### src/rtl/frame_traffic_scheduler.sv
// Per-frame (ndata, nidle, nterm) tuple source for the PCS test frame generator:
// fixed / random / terminate-sweep campaigns with a frame limit and stop control.
module frame_traffic_scheduler #(
    parameter int unsigned        NB_DATA      = 8,
    parameter int unsigned        NB_IDLE      = 5,
    parameter int unsigned        NB_TERM      = 3,
    parameter int unsigned        NB_LFSR      = 16,
    parameter int unsigned        NB_FRAME_CNT = 16,
    parameter logic [NB_LFSR-1:0] LFSR_SEED    = 16'hACE1
) (
    input  logic                    i_clock,
    input  logic                    i_reset,
    input  logic                    i_start,
    input  logic                    i_stop,
    input  logic [1:0]              i_mode,
    input  logic [NB_DATA-1:0]      i_fixed_ndata,
    input  logic [NB_IDLE-1:0]      i_fixed_nidle,
    input  logic [NB_TERM-1:0]      i_fixed_nterm,
    input  logic [NB_DATA-1:0]      i_min_ndata,
    input  logic [NB_FRAME_CNT-1:0] i_nframes,
    input  logic                    i_ready,
    input  logic                    i_frame_done,
    output logic                    o_valid,
    output logic [NB_DATA-1:0]      o_ndata,
    output logic [NB_IDLE-1:0]      o_nidle,
    output logic [NB_TERM-1:0]      o_nterm,
    output logic                    o_enable,
    output logic                    o_busy,
    output logic [NB_FRAME_CNT-1:0] o_frame_count,
    output logic                    o_done
);

    typedef enum logic [2:0] {
        S_IDLE  = 3'd0,
        S_LOAD  = 3'd1,
        S_ISSUE = 3'd2,
        S_WAIT  = 3'd3,
        S_DONE  = 3'd4
    } state_t;

    localparam logic [1:0] MODE_RANDOM = 2'b01;
    localparam logic [1:0] MODE_SWEEP  = 2'b10;
    localparam logic [NB_FRAME_CNT-1:0] CNT_MAX = {NB_FRAME_CNT{1'b1}};

    // Fibonacci step, taps 16/14/13/11
    function automatic logic [NB_LFSR-1:0] lfsr_step(input logic [NB_LFSR-1:0] cur);
        return {cur[NB_LFSR-2:0], cur[15] ^ cur[13] ^ cur[12] ^ cur[10]};
    endfunction

    state_t                  state_q, state_d;
    logic [NB_LFSR-1:0]      lfsr_q, lfsr_d;
    logic [NB_TERM-1:0]      sweep_q, sweep_d;
    logic [NB_FRAME_CNT-1:0] count_q, count_d;
    logic                    stop_pending_q, stop_pending_d;
    logic                    done_seen_q, done_seen_d;
    logic [NB_DATA-1:0]      ndata_q, ndata_d;
    logic [NB_IDLE-1:0]      nidle_q, nidle_d;
    logic [NB_TERM-1:0]      nterm_q, nterm_d;
    logic                    valid_q, valid_d;
    logic                    busy_q, busy_d;
    logic                    done_q, done_d;

    logic                    handshake_s;
    logic                    limit_hit_s;
    logic [NB_DATA-1:0]      rnd_ndata_s;
    logic [NB_IDLE-1:0]      rnd_nidle_s;
    logic [NB_TERM-1:0]      rnd_nterm_s;

    assign handshake_s = (state_q == S_ISSUE) && valid_q && i_ready;
    assign limit_hit_s = (i_nframes != {NB_FRAME_CNT{1'b0}}) && (count_q == i_nframes);
    assign rnd_ndata_s = lfsr_q[NB_DATA-1:0];
    assign rnd_nidle_s = lfsr_q[NB_DATA+NB_IDLE-1:NB_DATA];
    assign rnd_nterm_s = lfsr_q[NB_LFSR-1:NB_DATA+NB_IDLE];

    // State register
    always_ff @(posedge i_clock or negedge i_reset) begin
        if (!i_reset) begin
            state_q <= S_IDLE;
        end else begin
            state_q <= state_d;
        end
    end

    // Next-state logic; the limit/stop decision in S_WAIT is taken the cycle after
    // the count update so it sees the new count
    always_comb begin
        state_d = state_q;
        case (state_q)
            S_IDLE: begin
                if (i_start) state_d = S_LOAD;
                else         state_d = S_IDLE;
            end
            S_LOAD: state_d = S_ISSUE;
            S_ISSUE: begin
                if (handshake_s)         state_d = S_WAIT;
                else if (stop_pending_q) state_d = S_DONE;
                else                     state_d = S_ISSUE;
            end
            S_WAIT: begin
                if (done_seen_q) begin
                    if (stop_pending_q || limit_hit_s) state_d = S_DONE;
                    else                               state_d = S_LOAD;
                end else begin
                    state_d = S_WAIT;
                end
            end
            S_DONE:  state_d = S_IDLE;
            default: state_d = S_IDLE;
        endcase
    end

    // Datapath next-state: tuple latch, LFSR, sweep counter, frame count, stop flag
    always_comb begin
        lfsr_d         = lfsr_q;
        sweep_d        = sweep_q;
        count_d        = count_q;
        stop_pending_d = stop_pending_q;
        done_seen_d    = done_seen_q;
        ndata_d        = ndata_q;
        nidle_d        = nidle_q;
        nterm_d        = nterm_q;
        case (state_q)
            S_IDLE: begin
                lfsr_d         = LFSR_SEED;
                sweep_d        = {NB_TERM{1'b0}};
                count_d        = {NB_FRAME_CNT{1'b0}};
                stop_pending_d = 1'b0;
                done_seen_d    = 1'b0;
            end
            S_LOAD: begin
                stop_pending_d = stop_pending_q | i_stop;
                done_seen_d    = 1'b0;
                if (i_mode == MODE_RANDOM) begin
                    ndata_d = (rnd_ndata_s < i_min_ndata) ? i_min_ndata : rnd_ndata_s;
                    nidle_d = rnd_nidle_s;
                    nterm_d = rnd_nterm_s;
                end else if (i_mode == MODE_SWEEP) begin
                    ndata_d = i_fixed_ndata;
                    nidle_d = i_fixed_nidle;
                    nterm_d = sweep_q;
                end else begin
                    ndata_d = i_fixed_ndata;
                    nidle_d = i_fixed_nidle;
                    nterm_d = i_fixed_nterm;
                end
            end
            S_ISSUE: begin
                stop_pending_d = stop_pending_q | i_stop;
                if (handshake_s) begin
                    lfsr_d  = lfsr_step(lfsr_q);
                    sweep_d = sweep_q + NB_TERM'(1);
                end else begin
                    lfsr_d  = lfsr_q;
                    sweep_d = sweep_q;
                end
            end
            S_WAIT: begin
                stop_pending_d = stop_pending_q | i_stop;
                if (!done_seen_q && i_frame_done) begin
                    done_seen_d = 1'b1;
                    if (count_q != CNT_MAX) count_d = count_q + NB_FRAME_CNT'(1);
                    else                    count_d = count_q;
                end else begin
                    done_seen_d = done_seen_q;
                end
            end
            S_DONE: begin
                done_seen_d = 1'b0;
            end
            default: begin
                done_seen_d = 1'b0;
            end
        endcase
    end

    // Datapath registers
    always_ff @(posedge i_clock or negedge i_reset) begin
        if (!i_reset) begin
            lfsr_q         <= LFSR_SEED;
            sweep_q        <= {NB_TERM{1'b0}};
            count_q        <= {NB_FRAME_CNT{1'b0}};
            stop_pending_q <= 1'b0;
            done_seen_q    <= 1'b0;
            ndata_q        <= {NB_DATA{1'b0}};
            nidle_q        <= {NB_IDLE{1'b0}};
            nterm_q        <= {NB_TERM{1'b0}};
        end else begin
            lfsr_q         <= lfsr_d;
            sweep_q        <= sweep_d;
            count_q        <= count_d;
            stop_pending_q <= stop_pending_d;
            done_seen_q    <= done_seen_d;
            ndata_q        <= ndata_d;
            nidle_q        <= nidle_d;
            nterm_q        <= nterm_d;
        end
    end

    // Output decode from the next state so flags line up with the state they describe
    always_comb begin
        valid_d = 1'b0;
        busy_d  = 1'b0;
        done_d  = 1'b0;
        case (state_d)
            S_LOAD:  busy_d = 1'b1;
            S_ISSUE: begin
                busy_d  = 1'b1;
                valid_d = 1'b1;
            end
            S_WAIT:  busy_d = 1'b1;
            S_DONE:  done_d = 1'b1;
            S_IDLE:  busy_d = 1'b0;
            default: busy_d = 1'b0;
        endcase
    end

    // Output flag registers
    always_ff @(posedge i_clock or negedge i_reset) begin
        if (!i_reset) begin
            valid_q <= 1'b0;
            busy_q  <= 1'b0;
            done_q  <= 1'b0;
        end else begin
            valid_q <= valid_d;
            busy_q  <= busy_d;
            done_q  <= done_d;
        end
    end

    assign o_valid       = valid_q;
    assign o_ndata       = ndata_q;
    assign o_nidle       = nidle_q;
    assign o_nterm       = nterm_q;
    assign o_enable      = busy_q;
    assign o_busy        = busy_q;
    assign o_frame_count = count_q;
    assign o_done        = done_q;

endmodule

### config.mk
export PLATFORM = sky130hd
export DESIGN_NAME = frame_traffic_scheduler
export DESIGN_NICKNAME = d
export VERILOG_FILES = /design/src/rtl/frame_traffic_scheduler.sv
export SDC_FILE = /design/constraint.sdc
export NUM_CORES = 1
export LEC_CHECK = 0
export ABC_AREA = 1
export CAP_MARGIN = 10
export CORE_MARGIN = 4
export CORE_UTILIZATION = 40
export DETAILED_ROUTE_END_ITERATION = 12
export PLACE_DENSITY = 0.73
export RECOVER_POWER = 100
export REMOVE_ABC_BUFFERS = 1
export SLEW_MARGIN = 20
export SYNTH_ARGS = -nofsm -noshare
export SYNTH_HDL_FRONTEND = slang
export SYNTH_SLANG_ARGS = --single-unit
### constraint.sdc
create_clock -name i_clock -period 2.3 [get_ports i_clock]
set_input_delay 0.345 -clock i_clock [delete_from_list [all_inputs] [get_ports i_clock]]
set_output_delay 0.345 -clock i_clock [all_outputs]
set_load 0.02 [all_outputs]
==> summary.txt <==
Route
  • Post-route ant nets: 0
  • Vias/cell: 4.96
  • Via count: 3462
  • DR WL/cell: 13.0 um
  • Post-Route WL: 9.09 mm
  • Drc violations: 0
  • Initial DRT Pass Iterations: 4
  • Drt first-iter violations: 100

Worst hold path
  • Worst min path class: primary input to async pin

Clock network
  • CTS Hold Buffers Added: 0
  • CTS buffer count: 9
  • Resize count post-CTS: 0
  • Setup Buffers After CTS: 0
  • Root Driver: clkbuf_8
  • Clock transition at path regs: 0.06 ns
  • Worst-skew pair later-pin latency: 0.34 ns
  • CTS tree: yes
  • Sinks on the clock net: 59
  • CTS H-tree lvls: 3
  • Bufs on Longest Clock Path: 2

Power and ir drop
  • Sequential Power Share: 35.4%
  • Gate power share: 45.7%
  • Clock power frac: 18.9%
  • Sw Ratio: 40.9%
  • P_leak: 2.29 nW
  • Int Pwr: 2.62 mW
  • PwrDens: 948 mW/mm2
  • Net load switching power: 1.81 mW
  • VDD IR max: 0.000394 V

Setup path
  • Max FO, Critical Path: 18
  • Crit end category: flip-flop
  • Setup CP Type: flip-flop to flip-flop
  • Setup crit start kind: flip-flop
  • CP required: 2.52 ns
  • Worst reg2reg path endpoint: o_frame_count[10]$_DFFE_PN0P_
  • CP arrival: 2.27 ns
  • Crit Reg-Reg Startpoint: o_frame_count[1]$_DFFE_PN0P_
  • Reg-to-reg setup timing slack: 0.25 ns
  • R2r worst-path depth: 12

Global route
  • Total track usage: 18.0%
  • Grt total ovfl: 0
  • Vias in the first global route: 3512
  • First-pass GRT wire length: 15.1 mm
  • Initial antenna violation count: 0
  • Largest net degree at the start of global routing: 37

Synthesis
  • Top cell type by total area after synthesis: dfrtp_1
  • Sequential share of the synthesized area: 41.8%
  • Largest cells by area after synthesis: dfrtp_1 36%, nand2_1 14%, inv_1 7.9%
  • Netlist Area Pre-Place: 0.00356 mm2
  • Ys Warns: 0
  • Mean Syn Cell Area: 7.19 um2
  • Adder-Cell Fraction of Synth Area: 3.16%
  • Synth cell types: 33
  • Post-synth top area share: 35.9%
  • Async SR Flop Fraction: 100%
  • Mux contribution to synthesized area: 0%
  • Most frequent cell after synthesis: nand2_1
  • Register bit count reported by yosys: 59
  • Post-Synth Simple-Gate Area: 29.7%
  • Complex-gate fraction of the synthesized area: 12.5%
  • Cells after Synth: 495
  • Post-synth EDFFs: 0
  • Top cells by count, synth: 134 x nand2_1, 75 x inv_1, 51 x dfrtp_1
  • Xor/xnor cell area share of the yosys netlist: 2.71%
  • Synth Flop Type: dfrtp_1
  • Largest family of logic cells by synthesized area: simple AND/OR/NAND/NOR gates

Job
  • Max Cap Viol: 0

Placed design
  • Final GP Congestion: 0.832
  • DP Worst Slack: 0.176 ns
  • Port bufs: 83
  • HPWL Detailed: 6.80 mm
  • Post-DP Area: 0.00453 mm2

STA
  • Max_slew headroom: 12.7%
  • Fin crit period: 2.05 ns
  • Max Transition Viols Final: 0
  • Max Clock Skew: 0.00840 ns
  • Period utilisation layout: 89.2%
  • RSZ-0062 raised after global routing: false
  • Final Hold Fails: 0
  • Slew @ Worst Pin: 1.31 ns
  • PnR worst setup slack: 0.248 ns
  • Fmax: 487 MHz
  • Setup violations, final: 0
  • TNS Setup: 0 ns

Finish
  • # diodes: 0
  • Area occupied by multi-input gates: 0.00171 mm2
  • Final net count: 642
  • Filler Cell Count: 824
  • Proportion of layout cells with a drive suffix above 1: 7.63%
  • Design area: 0.00468 mm2
  • Sequential Area: 0.00149 mm2
  • Syn-to-layout area delta: 31.5%

Status
  • Status: finished, final reports clean

Die
  • Initial Utilization: 41.0%
  • Die height: 102 um
  • Die ar.: 0.0105 mm2
  • FP Rows: 34
  • # IOs: 84
  • Core ar.: 0.00868 mm2
  • Die width: 102 um
[worst max-delay path: stages, from the launching register on]
cell     delay (ns)
dfrtp_1        0.42
ha_1           0.19
nand2_1        0.10
nor2_4         0.13
nand2_2        0.10
nor2_4         0.14
nand3_2        0.09
o21ai_1        0.14
nand2_1        0.11
nand2_4        0.19
inv_1          0.18
nand2_1        0.10
nand2_1        0.05
[registers in the layout, indices dropped and copies added (netlist names)]
name / count
o_done: 1
o_valid: 1
stop_pending_q: 1
o_nidle: 5
o_busy: 1
done_seen_q: 1
o_frame_count: 16
o_nterm: 3
o_ndata: 8
lfsr_q: 16
sweep_q: 3
state_q: 3
[layout by cell type, fill, tap and decap left out, drive strengths merged, types with 3 or more instances in the layout]
cell type      instances
nand3b                 3
a21oi                 14
nand2                137
dfstp                  8
a21boi                 8
clkinv                 3
o22ai                  7
inv                   76
dlygate4sd3           36
clkdlybuf4s50         46
nand3                 38
or2                    9
buf                    7
nor3                   6
clkbuf                17
xor2                   9
nor2                  45
o21ai                 49
dfrtp                 51
ha                     9
nand4                  6
[metrics by stage]
| stage | util, % | hold slack, ns | power, mW | std cells |
|---|---|---|---|---|
| 2_1_floorplan | - | 0.0494 | 2.82 | 482 |
| 3_3_place_gp | 52.2 | 0.378 | 3.65 | 682 |
| 3_5_place_dp | 52.2 | 0.380 | 3.71 | 682 |
| 4_1_cts | 54.2 | 0.0176 | 4.56 | 698 |
| 5_1_grt | 54.0 | 0.402 | 4.79 | 698 |
| 6_report | 54.0 | 0.282 | 4.44 | 698 |
[how the worst max path moves through the flow]
stage | startpoint | end | slack [ns] | depth (start not counted)
finish | o_frame_count[1]$_DFFE_PN0P_ | o_frame_count[10]$_DFFE_PN0P_ | 0.25 | 12
global route | o_frame_count[0]$_DFFE_PN0P_ | o_frame_count[14]$_DFFE_PN0P_ | 0.04 | 12
global placement | i_min_ndata[7] | o_ndata[3]$_DFFE_PN0P_ | 0.23 | 9
CTS | o_frame_count[0]$_DFFE_PN0P_ | o_frame_count[1]$_DFFE_PN0P_ | 0.28 | 12
floorplan | o_frame_count[1]$_DFFE_PN0P_ | o_frame_count[10]$_DFFE_PN0P_ | 0.38 | 12
detailed placement | i_min_ndata[3] | o_ndata[6]$_DFFE_PN0P_ | 0.18 | 10
[routing by layer]
layer | track usage, % | wire [um]
met1 | 22.3 | 3910
met2 | 30.9 | 4480
met3 | 4.03 | 612
met4 | 6.26 | 89
met5 | 0 | 0
[kinds of logic (layout without fill, tap and decap cells)]
group	Yosys count	after routing
compound gates	82	82
xor+xnor	11	11
fa+ha+maj	9	9
buf+inv	90	185
flops	59	59
simple gates	244	244
[power by group through the flow]
stage                     Combinational (mW)  Clock [mW]  Sequential (mW)
final                                   2.03       0.839             1.57
after global routing                    2.27       0.907             1.61
after CTS                               2.12       0.856             1.58
after detailed placement                2.11           0             1.60
after global placement                  2.07           0             1.59
after floorplan                         1.04           0             1.78
[cell type report]
| type | count | share of cell area, % |
|---|---|---|
| clock buffer | 14 | 3.47 |
| clock inverter | 2 | 0.214 |
| inverter | 77 | 6.17 |
| multi-input combinational | 346 | 36.6 |
| sequential | 59 | 31.7 |
| tap | 108 | 2.89 |
| timing repair buffer | 92 | 18.9 |
Power figures use the tool's default switching activity.
==> variant 1: new RTL, config.mk and constraints unchanged <==
Encoding of `state_t`: now one-hot (5 bits for 5 states).
--- a/src/rtl/frame_traffic_scheduler.sv
+++ b/src/rtl/frame_traffic_scheduler.sv
@@ -32,8 +32,8 @@
 
-    typedef enum logic [2:0] {
-        S_IDLE  = 3'd0,
-        S_LOAD  = 3'd1,
-        S_ISSUE = 3'd2,
-        S_WAIT  = 3'd3,
-        S_DONE  = 3'd4
+    typedef enum logic [4:0] {
+        S_IDLE  = 5'b00001,
+        S_LOAD  = 5'b00010,
+        S_ISSUE = 5'b00100,
+        S_WAIT  = 5'b01000,
+        S_DONE  = 5'b10000
     } state_t;
Check against the original RTL: same outputs for any inputs over 10 cycles, from zero or initial values and one cycle with i_reset low; not proved beyond that.
==> variant 1 against the unedited design <==
Sequential cell count is 2 higher. Worst setup slack improved by 0.10 ns. Global-route usage down 0.14 points. Cell area is 1.8% higher. Area after synthesis is 2.6% higher. Die area increased by 2.4%. Routed wire length grew 1.5%. Fmax rose by 5.4%. Worst hold slack better by 0.16 ns. Total power shrank 19%. Cell count fell by 1.0%.
==> variant 1: results (changes against the unedited design) <==
| Metric | Value |
|---|---|
| Outcome | `complete, no violations (unchanged)` |
| Peak VDD IR | `0.380 mV (was 0.394 mV)` |
| Number of iterations in the first detailed-routing pass | `4 (unchanged)` |
| Vias/cell | `4.98 (was 4.96)` |
| Largest net degree at the start of global routing | `56 (was 37)` |
| RD Place Congestion | `0.905 (was 0.832)` |
| Initial antenna violation count | `0 (unchanged)` |
| Resize count post-CTS | `0 (unchanged)` |
| Placed cell area | `4630 µm² (was 4530 µm²)` |
| Pleak | `2.27 nW (was 2.29 nW)` |
| Delay-heaviest family, CP | `buffers and inverters (was simple AND/OR/NAND/NOR gates)` |
| Top cells by count, synth | `nand2_1, inv_1, nor2_1 (was nand2_1, inv_1, dfrtp_1)` |
| Hpwl dp | `7050 µm (was 6800 µm)` |
| Diodes inserted | `0 (unchanged)` |
| Largest cells by area after synthesis | `dfrtp_1, nand2_1, inv_1 (unchanged)` |
| Post-place setup slack | `0.267 ns (was 0.176 ns)` |
| Register area share after synthesis | `42.1% (was 41.8%)` |
| Worst-path clk slew | `0.07 ns` |
| H-Tree Level Count | `3 (unchanged)` |
| Max-slew headroom at the worst pin | `49.6% (was 12.7%)` |
| Port-buffer cells | `83 (unchanged)` |
| CTS Buf Count | `9 (unchanged)` |
| Layout cell share with drive strength beyond 1 | `8.40% (was 7.63%)` |
| First-pass GRT wire length | `16000 µm (was 15100 µm)` |
| Clk root buf | `clkbuf_8 (unchanged)` |
| Worst Skew | `0.00833 ns (was 0.00840 ns)` |
| Main flop type after synthesis | `dfrtp_1 (unchanged)` |
| YS warnings | `0 (unchanged)` |
| Total track usage | `17.9% (was 18.0%)` |
| Worst-path fanout max | `15 (was 18)` |
| Nets | `635 (was 642)` |
| Clock Path Buffers | `2 (unchanged)` |
| Async set-reset flop share out of synthesis | `100% (unchanged)` |
| HP Class | `in2async (unchanged)` |
| Skew-Pair Late Insertion Delay | `0.33 ns` |
| Vias in the first global route | `3485 (was 3512)` |
| Slowest cell on crit path | `dfstp_1 (was dfrtp_1)` |
| DRT Wirelength | `9230 µm (was 9090 µm)` |
| Iter 0 DRT Violations | `138 (was 100)` |
| Crit-path max cell delay | `0.53 ns (was 0.42 ns)` |
| Post-synth cell types | `38 (was 33)` |
| Syn Std Cell Area | `3650 µm² (was 3560 µm²)` |
[variant 1: changes by cell type after synthesis, sizes merged, moves of 9 or more]
cell,before,now
nand2,137,125
or2,9,0
nor2,45,55
o21ai,49,22
a21oi,14,29
[variant 1: final timing paths]
kind	slack, ns	start	depth (start not counted)	to
max	0.35	state_q[0]$_DFF_PN1_	8	o_done$_DFF_PN0_
min	0.44	i_reset	2	o_ndata[5]$_DFFE_PN0P_
max reg2reg	0.35	state_q[0]$_DFF_PN1_	8	o_done$_DFF_PN0_
min reg2reg	0.50	lfsr_q[11]$_DFFE_PN1P_	2	lfsr_q[11]$_DFFE_PN1P_
max in group asynchronous	0.74	i_reset	3	o_frame_count[6]$_DFFE_PN0P_
min in group i_clock	0.50	lfsr_q[11]$_DFFE_PN1P_	2	lfsr_q[11]$_DFFE_PN1P_
[variant 1: metal layers]
layer | vias to the layer above | track usage [%] | part of all wire (%)
met2 | 112 | 29.5 | 47
li1 | 1732 | - | -
met5 | - | 0 | 0
met1 | 1578 | 22.7 | 46
met3 | 19 | 3.98 | 4.3
met4 | 0 | 7.41 | 2.3
[variant 1: cells by family after synthesis]
family | Yosys count | synth area share (%)
flops | 61 | 42.1
fa+ha+maj | 9 | 3.08
xor+xnor | 18 | 4.32
buf+inv | 94 | 10.7
compound gates | 75 | 12.1
simple gates | 229 | 27.7
[variant 1: area by class of cell]
class	count	area, µm²
tap	108	135
sequential	61	1540
inverter	80	300
multi-input combinational	331	1690
timing repair buffer	95	906
clock buffer	10	138
clock inverter	6	62.6
fill	823	4040
[variant 1: power by group]
group,leakage (nW),switching [mW],internal [mW]
registers,0.774,0.0984,1.26
clock network,0.0943,0.431,0.525
logic,1.41,0.773,0.492
total,2.27,1.30,2.28
[variant 1: what timing repair did]
action / CTS / global route
endpoints found under the hold margin: 6 / 0
setup buffers: 0 / 0
hold buffers: 1 / 0
[variant 1: per-stage QoR]
step	hold WS, ns	instances	total power [mW]
floorplan	0.0494	472	2.11
global placement	0.197	674	2.72
detailed placement	0.203	674	2.76
CTS	0.383	691	3.73
global route	0.491	691	3.82
finish	0.440	691	3.58
==> variant 2: new RTL, same settings <==
Without the edit above. Change the parameter `NB_FRAME_CNT` from 16 to 17.
--- a/src/rtl/frame_traffic_scheduler.sv
+++ b/src/rtl/frame_traffic_scheduler.sv
@@ -7,3 +7,3 @@
     parameter int unsigned        NB_LFSR      = 16,
-    parameter int unsigned        NB_FRAME_CNT = 16,
+    parameter int unsigned        NB_FRAME_CNT = 17,
     parameter logic [NB_LFSR-1:0] LFSR_SEED    = 16'hACE1
Interface: changed (resized i_nframes and o_frame_count); port bits go from 84 to 86. No check against the original RTL was run, so the function may have changed too.
==> variant 2 against the unedited design <==
Area after synthesis fell by 1.4%. Fmax fell by 8.9%. Total power rose by 3.6%. Cell area rose by 3.9%. Worst setup slack got worse by 0.20 ns. Utilization rose by 4.1 points. Sequential cell count rose by 1. Via count rose by 0.78%. Combinational power rose by 5%. Routed wire length rose by 3.9%. Non-clock buffer count rose by 15. Critical path type unchanged. Largest power group unchanged.
==> variant 2: results (changes against the unedited design) <==
| Metric | Value |
|---|---|
| Adder-cell share of the synthesized area | `3.57% (was 3.16%)` |
| Async set-reset flop share out of synthesis | `100% (unchanged)` |
| Compound-Gate Fraction of Synth Area | `14.9% (was 12.5%)` |
| Worst Skew | `0.00882 ns (was 0.00840 ns)` |
| Main flop type after synthesis | `dfrtp_1 (unchanged)` |
| Worst-path fanout max | `8 (was 18)` |
| Crit path to | `o_frame_count[12]$_DFFE_PN0P_ (was o_frame_count[10]$_DFFE_PN0P_)` |
| Iter 0 DRT Violations | `166 (was 100)` |
| Top cells by count, synth | `nand2_1, inv_1, nor2_1 (was nand2_1, inv_1, dfrtp_1)` |
| Outcome | `complete, no violations (unchanged)` |
| Pleak | `2.35 nW (was 2.29 nW)` |
| Filler Cell Count | `744 (was 824)` |
| Sw Pwr | `1.85 mW (was 1.81 mW)` |
| Port-buffer cells | `85 (was 83)` |
| Skew-Pair Late Insertion Delay | `0.35 ns` |
| Reg2reg setup slack | `0.05 ns (was 0.25 ns)` |
| Mux contribution to synthesized area | `0% (unchanged)` |
| Crit-path max cell delay | `0.38 ns (was 0.42 ns)` |
| DRT Wirelength | `9450 µm (was 9090 µm)` |
| Hold Slack | `0.481 ns (was 0.282 ns)` |
| Post-place setup slack | `0.0609 ns (was 0.176 ns)` |
| Largest net degree at the start of global routing | `48 (was 37)` |
| Worst EP arrival | `2.47 ns (was 2.27 ns)` |
| Total combinational power | `2.13 mW (was 2.03 mW)` |
| R2R cell count | `14 (was 12)` |
| Register area share after synthesis | `43.1% (was 41.8%)` |
| HP Class | `reg2reg (was in2async)` |
| Largest cells by area after synthesis | `dfrtp_1, nand2_1, inv_1 (unchanged)` |
| First-pass GRT wire length | `15200 µm (was 15100 µm)` |
| Vias/cell | `5.03 (was 4.96)` |
| RD Place Congestion | `0.837 (was 0.832)` |
| Post-synth cell types | `38 (was 33)` |
| Routed len/inst | `13.6 µm (was 13.0 µm)` |
| Hpwl dp | `6980 µm (was 6800 µm)` |
| Diodes inserted | `0 (unchanged)` |
| P_clk | `963 µW (was 839 µW)` |
| Slew of the pin with the lowest slew margin | `0.725 ns (was 1.31 ns)` |
| Dpl cells | `669 (was 682)` |
| Layout cell share with drive strength beyond 1 | `12.2% (was 7.63%)` |
| Vias in the first global route | `3307 (was 3512)` |
| Total track usage | `18.5% (was 18.0%)` |
| Syn Area/Cell | `7.34 µm² (was 7.19 µm²)` |
| Post-Synth XOR/XNOR Area | `1.50% (was 2.71%)` |
| Tcrit/Tclk final | `97.9% (was 89.2%)` |
| Peak VDD IR | `0.407 mV (was 0.394 mV)` |
-- variant 2: cell types whose count changed in the layout (fill, tap and decap cells not counted), moves of 13 or more --
cell             before  now
a21oi_1              14   32
dlygate4sd3_1        36   21
clkdlybuf4s50_1      46   64
o21ai_0              43   27
nand2_1             134  114
nor2_1               43   56
-- variant 2: area by class of cell --
cell class,count,area [µm²],share of cell area (%)
clock inverter,6,63.8,1.31
tap,105,131,2.70
multi-input combinational,325,1680,34.5
clock buffer,10,138,2.83
sequential,60,1510,31.1
inverter,80,310,6.38
timing repair buffer,107,1030,21.2
-- variant 2: kinds of logic after synthesis --
logic type | after synthesis
DFF | 60
adders and majority gates | 10
buffers and inverters | 93
AOI/OAI and AO/OA | 91
and+or+nand+nor | 218
xor gates and xnor gates | 6
-- variant 2: tightest hold or removal path, delay by kind of cell, from the launching register on --
kind	cells	cell delay, ns
simple gates	1	0.05
compound gates	1	0.06
flops	1	0.34
-- variant 2: stage by stage --
step	util (%)	setup TNS (ns)	total power, mW
3_3_place_gp	54.0	0	3.43
4_1_cts	56.6	0	4.46
3_5_place_dp	54.0	0	3.49
2_1_floorplan	-	-0.335	2.64
6_report	58.0	0	4.59
5_1_grt	58.0	-0.380	4.89
-- variant 2: what timing repair did --
| item | CTS | global route |
|---|---|---|
| hold endpoints to repair | 13 | 0 |
| buffers inserted | 0 | 7 |
| gates resized for setup | 0 | 28 |
| endpoints found under the setup margin | 0 | 11 |
| hold buffers | 1 | 0 |
-- variant 2: per-layer routing --
metal / track usage [%] / part of all wire (%) / vias to the layer above / wire, µm
met2: 31.4 / 49 / 103 / 4650
met1: 22.3 / 42 / 1624 / 3950
li1: - / - / 1743 / -
met3: 5.85 / 7.3 / 19 / 685
met5: 0 / 0 / - / 0
met4: 6.24 / 1.7 / 0 / 161
